## src/rtl/uart_rx.sv

```systemverilog
// 8N1 UART receiver: two-flop line synchronizer, mid-bit sampling FSM,
// one-cycle data-valid / framing-error pulses, and a held byte register.
`timescale 1ns/1ps
module uart_rx #(
  parameter int unsigned CLKS_PER_BIT = 217
) (
  input  logic       clk_i,
  input  logic       rst_i,
  input  logic       rx_serial_i,
  output logic       rx_dv_o,
  output logic [7:0] rx_byte_o,
  output logic       rx_frame_err_o,
  output logic       rx_active_o
);

  localparam logic [15:0] CNT_LAST = 16'(CLKS_PER_BIT - 1);
  localparam logic [15:0] CNT_HALF = 16'((CLKS_PER_BIT - 1) / 2);

  typedef enum logic [2:0] {
    IDLE       = 3'd0,
    START      = 3'd1,
    DATA       = 3'd2,
    STOP       = 3'd3,
    CLEANUP    = 3'd4,
    BREAK_WAIT = 3'd5
  } state_t;

  state_t      state;
  logic [15:0] cnt;
  logic [2:0]  bit_idx;
  logic [7:0]  shift_q;
  logic        rx_meta;
  logic        rx_s;
  logic        rst_meta;
  logic        rst_sync;

  // Reset asserts immediately and releases only after two clean clock edges.
  always_ff @(posedge clk_i or posedge rst_i) begin
    if (rst_i) begin
      rst_meta <= 1'b1;
      rst_sync <= 1'b1;
    end else begin
      rst_meta <= 1'b0;
      rst_sync <= rst_meta;
    end
  end

  always_ff @(posedge clk_i or posedge rst_sync) begin
    if (rst_sync) begin
      rx_meta <= 1'b1;
      rx_s    <= 1'b1;
    end else begin
      rx_meta <= rx_serial_i;
      rx_s    <= rx_meta;
    end
  end

  always_ff @(posedge clk_i or posedge rst_sync) begin
    if (rst_sync) begin
      state          <= IDLE;
      cnt            <= 16'd0;
      bit_idx        <= 3'd0;
      shift_q        <= 8'h00;
      rx_byte_o      <= 8'h00;
      rx_dv_o        <= 1'b0;
      rx_frame_err_o <= 1'b0;
      rx_active_o    <= 1'b0;
    end else begin
      rx_dv_o        <= 1'b0;
      rx_frame_err_o <= 1'b0;
      case (state)
        IDLE: begin
          cnt     <= 16'd0;
          bit_idx <= 3'd0;
          if (!rx_s) state <= START;
        end
        START: begin
          // Re-check the line at the middle of the start bit to reject glitches.
          if (cnt == CNT_HALF) begin
            cnt <= 16'd0;
            if (!rx_s) begin
              rx_active_o <= 1'b1;
              state       <= DATA;
            end else begin
              state <= IDLE;
            end
          end else begin
            cnt <= cnt + 16'd1;
          end
        end
        DATA: begin
          if (cnt == CNT_LAST) begin
            cnt              <= 16'd0;
            shift_q[bit_idx] <= rx_s;
            if (bit_idx == 3'd7) begin
              bit_idx <= 3'd0;
              state   <= STOP;
            end else begin
              bit_idx <= bit_idx + 3'd1;
            end
          end else begin
            cnt <= cnt + 16'd1;
          end
        end
        STOP: begin
          if (cnt == CNT_LAST) begin
            cnt         <= 16'd0;
            rx_active_o <= 1'b0;
            if (rx_s) begin
              rx_byte_o <= shift_q;
              rx_dv_o   <= 1'b1;
              state     <= CLEANUP;
            end else begin
              rx_frame_err_o <= 1'b1;
              state          <= BREAK_WAIT;
            end
          end else begin
            cnt <= cnt + 16'd1;
          end
        end
        CLEANUP: begin
          cnt   <= 16'd0;
          state <= IDLE;
        end
        BREAK_WAIT: begin
          // A held-low (break) line must go idle before another frame is accepted.
          cnt <= 16'd0;
          if (rx_s) state <= IDLE;
        end
        default: begin
          state       <= IDLE;
          cnt         <= 16'd0;
          bit_idx     <= 3'd0;
          rx_active_o <= 1'b0;
        end
      endcase
    end
  end

endmodule

```

## config.mk

```make
export PLATFORM = sky130hd
export DESIGN_NAME = uart_rx
export DESIGN_NICKNAME = d
export VERILOG_FILES = /design/src/rtl/uart_rx.sv
export SDC_FILE = /design/constraint.sdc
export NUM_CORES = 1
export LEC_CHECK = 0
export ABC_AREA = 1
export CELL_PAD_IN_SITES_DETAIL_PLACEMENT = 1
export CELL_PAD_IN_SITES_GLOBAL_PLACEMENT = 1
export CORE_MARGIN = 5
export CORE_UTILIZATION = 40
export CTS_CLUSTER_SIZE = 16
export DETAILED_ROUTE_END_ITERATION = 6
export HOLD_SLACK_MARGIN = 0.06
export PLACE_DENSITY = 0.76
export REMOVE_ABC_BUFFERS = 1
export SYNTH_ARGS = -nofsm -noshare
export SYNTH_HDL_FRONTEND = slang
export SYNTH_SLANG_ARGS = --single-unit
```

## constraint.sdc

```tcl
create_clock -name clk_i -period 1.35 [get_ports clk_i]
set_input_delay 0.2025 -clock clk_i [delete_from_list [all_inputs] [get_ports clk_i]]
set_output_delay 0.2025 -clock clk_i [all_outputs]
set_load 0.005 [all_outputs]
```

==> results.md, run 1 <==
- Crit path capture: shift_q[2]$_DFFE_PP0P_
- Failing checks: setup timing
- Final WL: 6750 microns
- Routability-driven placement congestion ratio: 0.797
- Commonest non-fill, non-tap cell in the layout: nand2_1
- CTS sink cnt: 45
- Critical Path Start: cnt[0]$_DFF_PP0_
- Setup TNS: -13230 ps
- Row Count: 27
- Initial Util: 40.7%
- Startpoint types: register
- Core Region: 0.00544 sq mm
- Hold WC Path Type: input port to asynchronous set/reset pin
- Maximum clock rate: 572 MHz
- Skew final: 14.6 ps
- LEAKAGE: 1.59 nW
- DP Area: 0.00282 sq mm
- Cells after Synth: 267
- Cts bufs inserted: 5
- Die Height: 84.4 microns
- Max stage delay cell, worst path: dfrtp_1
- Antenna violations before repair: 0
- # setup viols final: 41
- Worst vdd ir: 0.00105 V
- Library cells used by synthesis: 24
- Most used cell, CP: nand2_2
- Reg2Reg Depth: 12
- RSZ-0062 raised after global routing: yes
- Worst Path Arrival: 1940 ps
- Layout area overhead: 45.2%
- Critical path, cell by cell: inv_2, ha_2, nand2_2, inv_2, nand2_2, nor2_4, nand2_4, nor2_4, buf_6, nand3_4, nand2_2, o21ai_2
- Nets: 354
- Final hold vios: 0
- Ys Warns: 0
- Setup ws final: -399 ps
- Via/cell ratio: 5.02
- Crit Path Category: register to register
- Post-route DRC: 0
- Die area: 0.00712 sq mm
- ANT cells: 0
- CP endpoint kind: register
- Mapped Area: 0.00221 sq mm
- CTS clk-pin slew, worst paths: 90 ps
- HPWL Detailed: 4240 microns
- Yosys reg bits: 45
- Critical R2R Capture: shift_q[2]$_DFFE_PP0P_
- # IOs: 14
- Crit-path max FO: 5
- Grt ovf: 0
- Horiz. Die Dim: 84.4 microns
- Sequential-to-total area share from yosys stat: 51.1%
- Max H-tree Level: 2
- Vias in the first global route: 2368
- Iter 0 DRT Violations: 59
- Hold buffer count at cts: 0
- Routed via count: 2109
- Reg2reg setup slack: -400 ps
- Pwr dens: 1410 mW/mm^2
- Root Buffer: clkbuf_8
- Max-slew violation count: 0
- Number of routed nets with antenna violations: 0
- Data required, critical path: 1540 ps
- Drt pass-1 iters: 4
- Tcrit/Tclk final: 130%
- Largest net degree at the start of global routing: 32
- Avg WL per Cell: 16.1 microns
- Commonest cells after routing, fill and taps aside: nand2_1, buf_4, dfrtp_1
- TritonCTS clock tree: built
- Post-layout minimum cycle time: 1750 ps
- R2r startpoint: cnt[0]$_DFF_PP0_
- Max Cap Viol: 0
- Fraction of layout cells with a size suffix above 1: 37.6%
- Status: complete, but fails checks
- First-pass GRT wire length: 11300 microns
- Pwr Total: 4.54 mW
- Avg Cell Area, Syn: 8.29 sq um
- Largest stage delay, worst path: 420 ps
- Clock buffer depth: 2
- Place WS: -326 ps
- Gr usage total: 20.1%
- Final instance area: 0.00321 sq mm
- Port bufs: 13
- Worst-skew pair later-pin latency: 310 ps
==> sequential cells by signal (all words and copies together), names as in the netlist <==
name	cells
rx_dv_o	1
rx_s	1
rst_sync	1
shift_q	8
rx_meta	1
state	3
rst_meta	1
bit_idx	3
rx_byte_o	8
rx_frame_err_o	1
cnt	16
rx_active_o	1
==> per-layer routing <==
metal / wire (microns) / global-route usage, % / vias up
met4: 130 / 5.90 / 0
met2: 3800 / 39.5 / 37
li1: - / - / 1000
met1: 2630 / 21.9 / 1060
met5: 0 / 0 / -
met3: 186 / 3.14 / 12
==> final cells by class <==
type | instances | area [sq um]
fill | 662 | 2230
sequential | 45 | 1130
multi-input combinational | 191 | 1110
timing repair buffer | 75 | 628
inverter | 29 | 115
tap | 72 | 90.1
clock buffer | 5 | 68.8
clock inverter | 3 | 68.8
==> where the power goes <==
group / internal [mW] / switching [mW] / total (mW) / leakage, nW
Sequential: 1.46 / 0.0940 / 1.55 / 0.608
Clock: 0.745 / 0.496 / 1.24 / 0.0687
Combinational: 0.730 / 1.02 / 1.75 / 0.915
Total: 2.93 / 1.61 / 4.54 / 1.59
==> worst max-delay path, delay by kind of cell, from the launching register on <==
family	cells	cell delay, ps
DFF	1	420
AOI/OAI and AO/OA	1	50
buffers and inverters	3	290
and+or+nand+nor	7	710
adders and majority gates	1	180
==> cell usage after synthesis <==
cell type	number	share of area, %
a21oi_1	3	0.68
a21oi_4	1	0.74
buf_12	1	0.90
clkbuf_1	1	0.17
clkinv_2	1	0.23
conb_1	1	0.17
dfrtp_1	41	46
dfstp_2	4	4.7
ha_1	4	2.3
inv_1	28	4.7
nand2_1	82	14
nand2_2	3	0.85
nand2_4	2	1.0
nand3_1	21	4.7
nand3b_1	1	0.34
nand4_1	3	0.85
nor2_1	24	4.1
nor2_2	11	3.1
nor2_4	3	1.5
nor3_1	5	1.1
o21ai_0	18	4.1
o21ai_1	1	0.23
xnor2_1	2	0.79
xor2_1	6	2.4
==> metrics by stage <==
step / hold WS, ps / cells / util (%)
after floorplan: 114 / 265 / -
after global placement: 258 / 403 / 51.9
after detailed placement: 266 / 403 / 51.9
after CTS: 212 / 420 / 57.5
after global routing: 217 / 420 / 59.1
final: 217 / 420 / 59.1
==> how the worst min path moves through the flow <==
stage                                          to  cells past startpoint
final                          rst_meta$_DFF_PP1_                      2
after global routing           rst_sync$_DFF_PP1_                      2
after CTS                      rst_sync$_DFF_PP1_                      2
after detailed placement  rx_active_o$_DFFE_PP0P_                      2
after global placement    rx_active_o$_DFFE_PP0P_                      2
after floorplan                rst_meta$_DFF_PP1_                      1
==> logic make-up (layout without fill, tap and decap cells) <==
logic type,after synthesis,count (layout),synth area share (%)
AOI/OAI and AO/OA,23,23,5.71
adders and majority gates,4,4,2.26
buffers and inverters,31,112,6.05
and+or+nand+nor,155,155,31.5
xor gates and xnor gates,8,8,3.17
other,1,1,0.169
DFF,45,45,51.1
==> timing repair <==
| action | 4_1_cts | 5_1_grt |
|---|---|---|
| resized for setup | 49 | 26 |
| pin swaps | 6 | 22 |
| endpoints found under the setup margin | 50 | 42 |
| buffers inserted | 9 | 2 |
No activity file was read; power rests on OpenSTA's default activity.
==> inputs of run 2 (changes only) <==
Settings changed: CORE_UTILIZATION 40 to 42, CTS_BUF_LIST set to sky130_fd_sc_hd__clkbuf_8, PLACE_DENSITY 0.76 to 0.79.
==> run 2 against run 1 <==
The flow still finishes with violations (setup timing). Wire length increased by 3.5%. Fmax decreased by 2.4%. Utilization increased by 2.5 points. Critical path depth increased by 1. Combinational power increased by 13%. Die area decreased by 4.2%. Critical endpoint is now bit_idx[2]$_DFFE_PP0P_. Largest power group unchanged.
==> results.md, run 2 (synthesis gave the netlist of run 1 again) <==
- Nets: 356
- Crit-path max FO: 6
- Data required, critical path: 1550 ps
- ANT cells: 0
- Largest net degree at the start of global routing: 33
- CP endpoint kind: register
- Via/cell ratio: 5.06
- Row Count: 26
- Skew final: 8.25 ps
- Place WS: -302 ps
- Routed via count: 2125
- First-pass GRT wire length: 10400 microns
- Max H-tree Level: 2
- Die Height: 82.6 microns
- Number of routed nets with antenna violations: 0
- Antenna violations before repair: 0
- Startpoint types: register
- Largest regs: cnt x16, rx_byte_o x8, shift_q x8
- # IOs: 14
- Post-route DRC: 0
- Hold_ws: 218 ps
- Final hold vios: 0
- Initial Util: 43.3%
- Tcrit/Tclk final: 133%
- # setup viols final: 41
- Horiz. Die Dim: 82.6 microns
- RSZ-0062 raised after global routing: yes
- TritonCTS clock tree: built
- Drt pass-1 iters: 4
- Final WL: 6990 microns
- Avg WL per Cell: 16.6 microns
- Worst vdd ir: 0.00113 V
- Commonest non-fill, non-tap cell in the layout: nand2_1
- Commonest cells after routing, fill and taps aside: nand2_1, buf_4, dfrtp_1
- Cts bufs inserted: 5
- Crit Path Category: register to register
- Max-slew violation count: 0
- Worst Path Arrival: 1990 ps
- HPWL Detailed: 4180 microns
- Clock buffer depth: 2
- Core Region: 0.00511 sq mm
- Maximum clock rate: 558 MHz
- Gr usage total: 20.6%
- CTS clk-pin slew, worst paths: 90 ps
- Status: complete, but fails checks
- Root Buffer: clkbuf_8
- Post-layout minimum cycle time: 1790 ps
- Iter 0 DRT Violations: 122
- Failing checks: setup timing
- LEAKAGE: 1.59 nW
- Max Cap Viol: 0
- Die area: 0.00682 sq mm
- Max FFs per register: 16
- CTS sink cnt: 45
- Hold WC Path Type: input port to asynchronous set/reset pin
- Vias in the first global route: 2236
- Biggest register: cnt
- Pwr dens: 1450 mW/mm^2
- Fraction of layout cells with a size suffix above 1: 34.6%
- Worst-skew pair later-pin latency: 300 ps
- Port bufs: 13
- Number of fill cells: 612
- Hold buffer count at cts: 0
- Setup ws final: -443 ps
- Grt ovf: 0
- Layout area overhead: 42.2%
- Routability-driven placement congestion ratio: 0.845
[run 2: changes by cell type in the layout (fill, tap and decap cells not counted), moves of 2 or more]
cell	delta
inv_1	+2
buf_4	+4
nand2_1	+5
nand3_4	-3
buf_6	-4
o21ai_0	+2
nand2_4	-2
nand2_2	-3
o21ai_1	-2
nand3_2	-2
nand3_1	+5
[run 2: timing repair]
action / CTS / global route
pin swaps: 0 / 13
endpoints found under the setup margin: 49 / 43
gates resized for setup: 16 / 39
buffers inserted: 9 / 6
cloned: 1 / 1
endpoints found under the hold margin: 0 / 0
[run 2: report_power, final]
group          leakage [nW]  total, mW  internal (mW)  switching [mW]
Combinational         0.927       1.97          0.882            1.09
Clock                0.0543       1.04          0.554           0.490
Sequential            0.608       1.54           1.45          0.0855
[run 2: worst paths after layout]
check | slack (ps) | startpoint | to | depth (start not counted)
setup / recovery | -440 | cnt[1]$_DFF_PP0_ | bit_idx[2]$_DFFE_PP0P_ | 13
hold / removal | 220 | rst_i | rst_sync$_DFF_PP1_ | 2
setup reg to reg | -440 | cnt[1]$_DFF_PP0_ | bit_idx[2]$_DFFE_PP0P_ | 13
hold reg to reg | 260 | rst_sync$_DFF_PP1_ | state[1]$_DFFE_PP0P_ | 2
max in group asynchronous | 670 | rst_sync$_DFF_PP1_ | rx_byte_o[1]$_DFFE_PP0P_ | 2
min in group clk_i | 310 | rx_serial_i | rx_meta$_DFF_PP1_ | 1
[run 2: cell type report]
| class | count | area, sq um | share of cell area (%) |
|---|---|---|---|
| Tap cell | 70 | 87.6 | 2.78 |
| Multi-Input combinational cell | 191 | 1040 | 33.1 |
| Timing Repair Buffer | 77 | 659 | 21.0 |
| Clock inverter | 3 | 46.3 | 1.47 |
| Clock buffer | 5 | 68.8 | 2.19 |
| Sequential cell | 45 | 1130 | 35.9 |
| Inverter | 29 | 113 | 3.58 |
[run 2: critical path, stage by stage (launching register included)]
cell and delay (ps):
dfrtp_1 400, inv_1 70, ha_2 180, nand2_2 60, inv_2 50, nand2_2 60
nor2_4 110, nand2_4 90, buf_12 140, buf_4 140, nand2_4 80, nand3_4 130
nand2_2 110, o21ai_2 60
[run 2: per-layer routing]
layer	track usage, %	vias to the layer above	share of wire [%]
li1	-	1001	-
met1	24.6	1048	41
met2	36.0	59	54
met3	4.23	17	3.0
met4	8.50	0	1.9
met5	0	-	0
[run 2: metrics by stage]
step                      area (sq um)  util [%]  total power [mW]  std cells  setup TNS, ps
final                             3150      61.6              4.55        420         -14580
after global placement            2790      54.6              2.87        397          -6480
after global routing              3150      61.6              4.81        420         -19070
after detailed placement          2790      54.6              2.94        397          -9400
after floorplan                   2190         -              2.27        265          -6480
after CTS                         3010      58.9              4.28        415         -12040
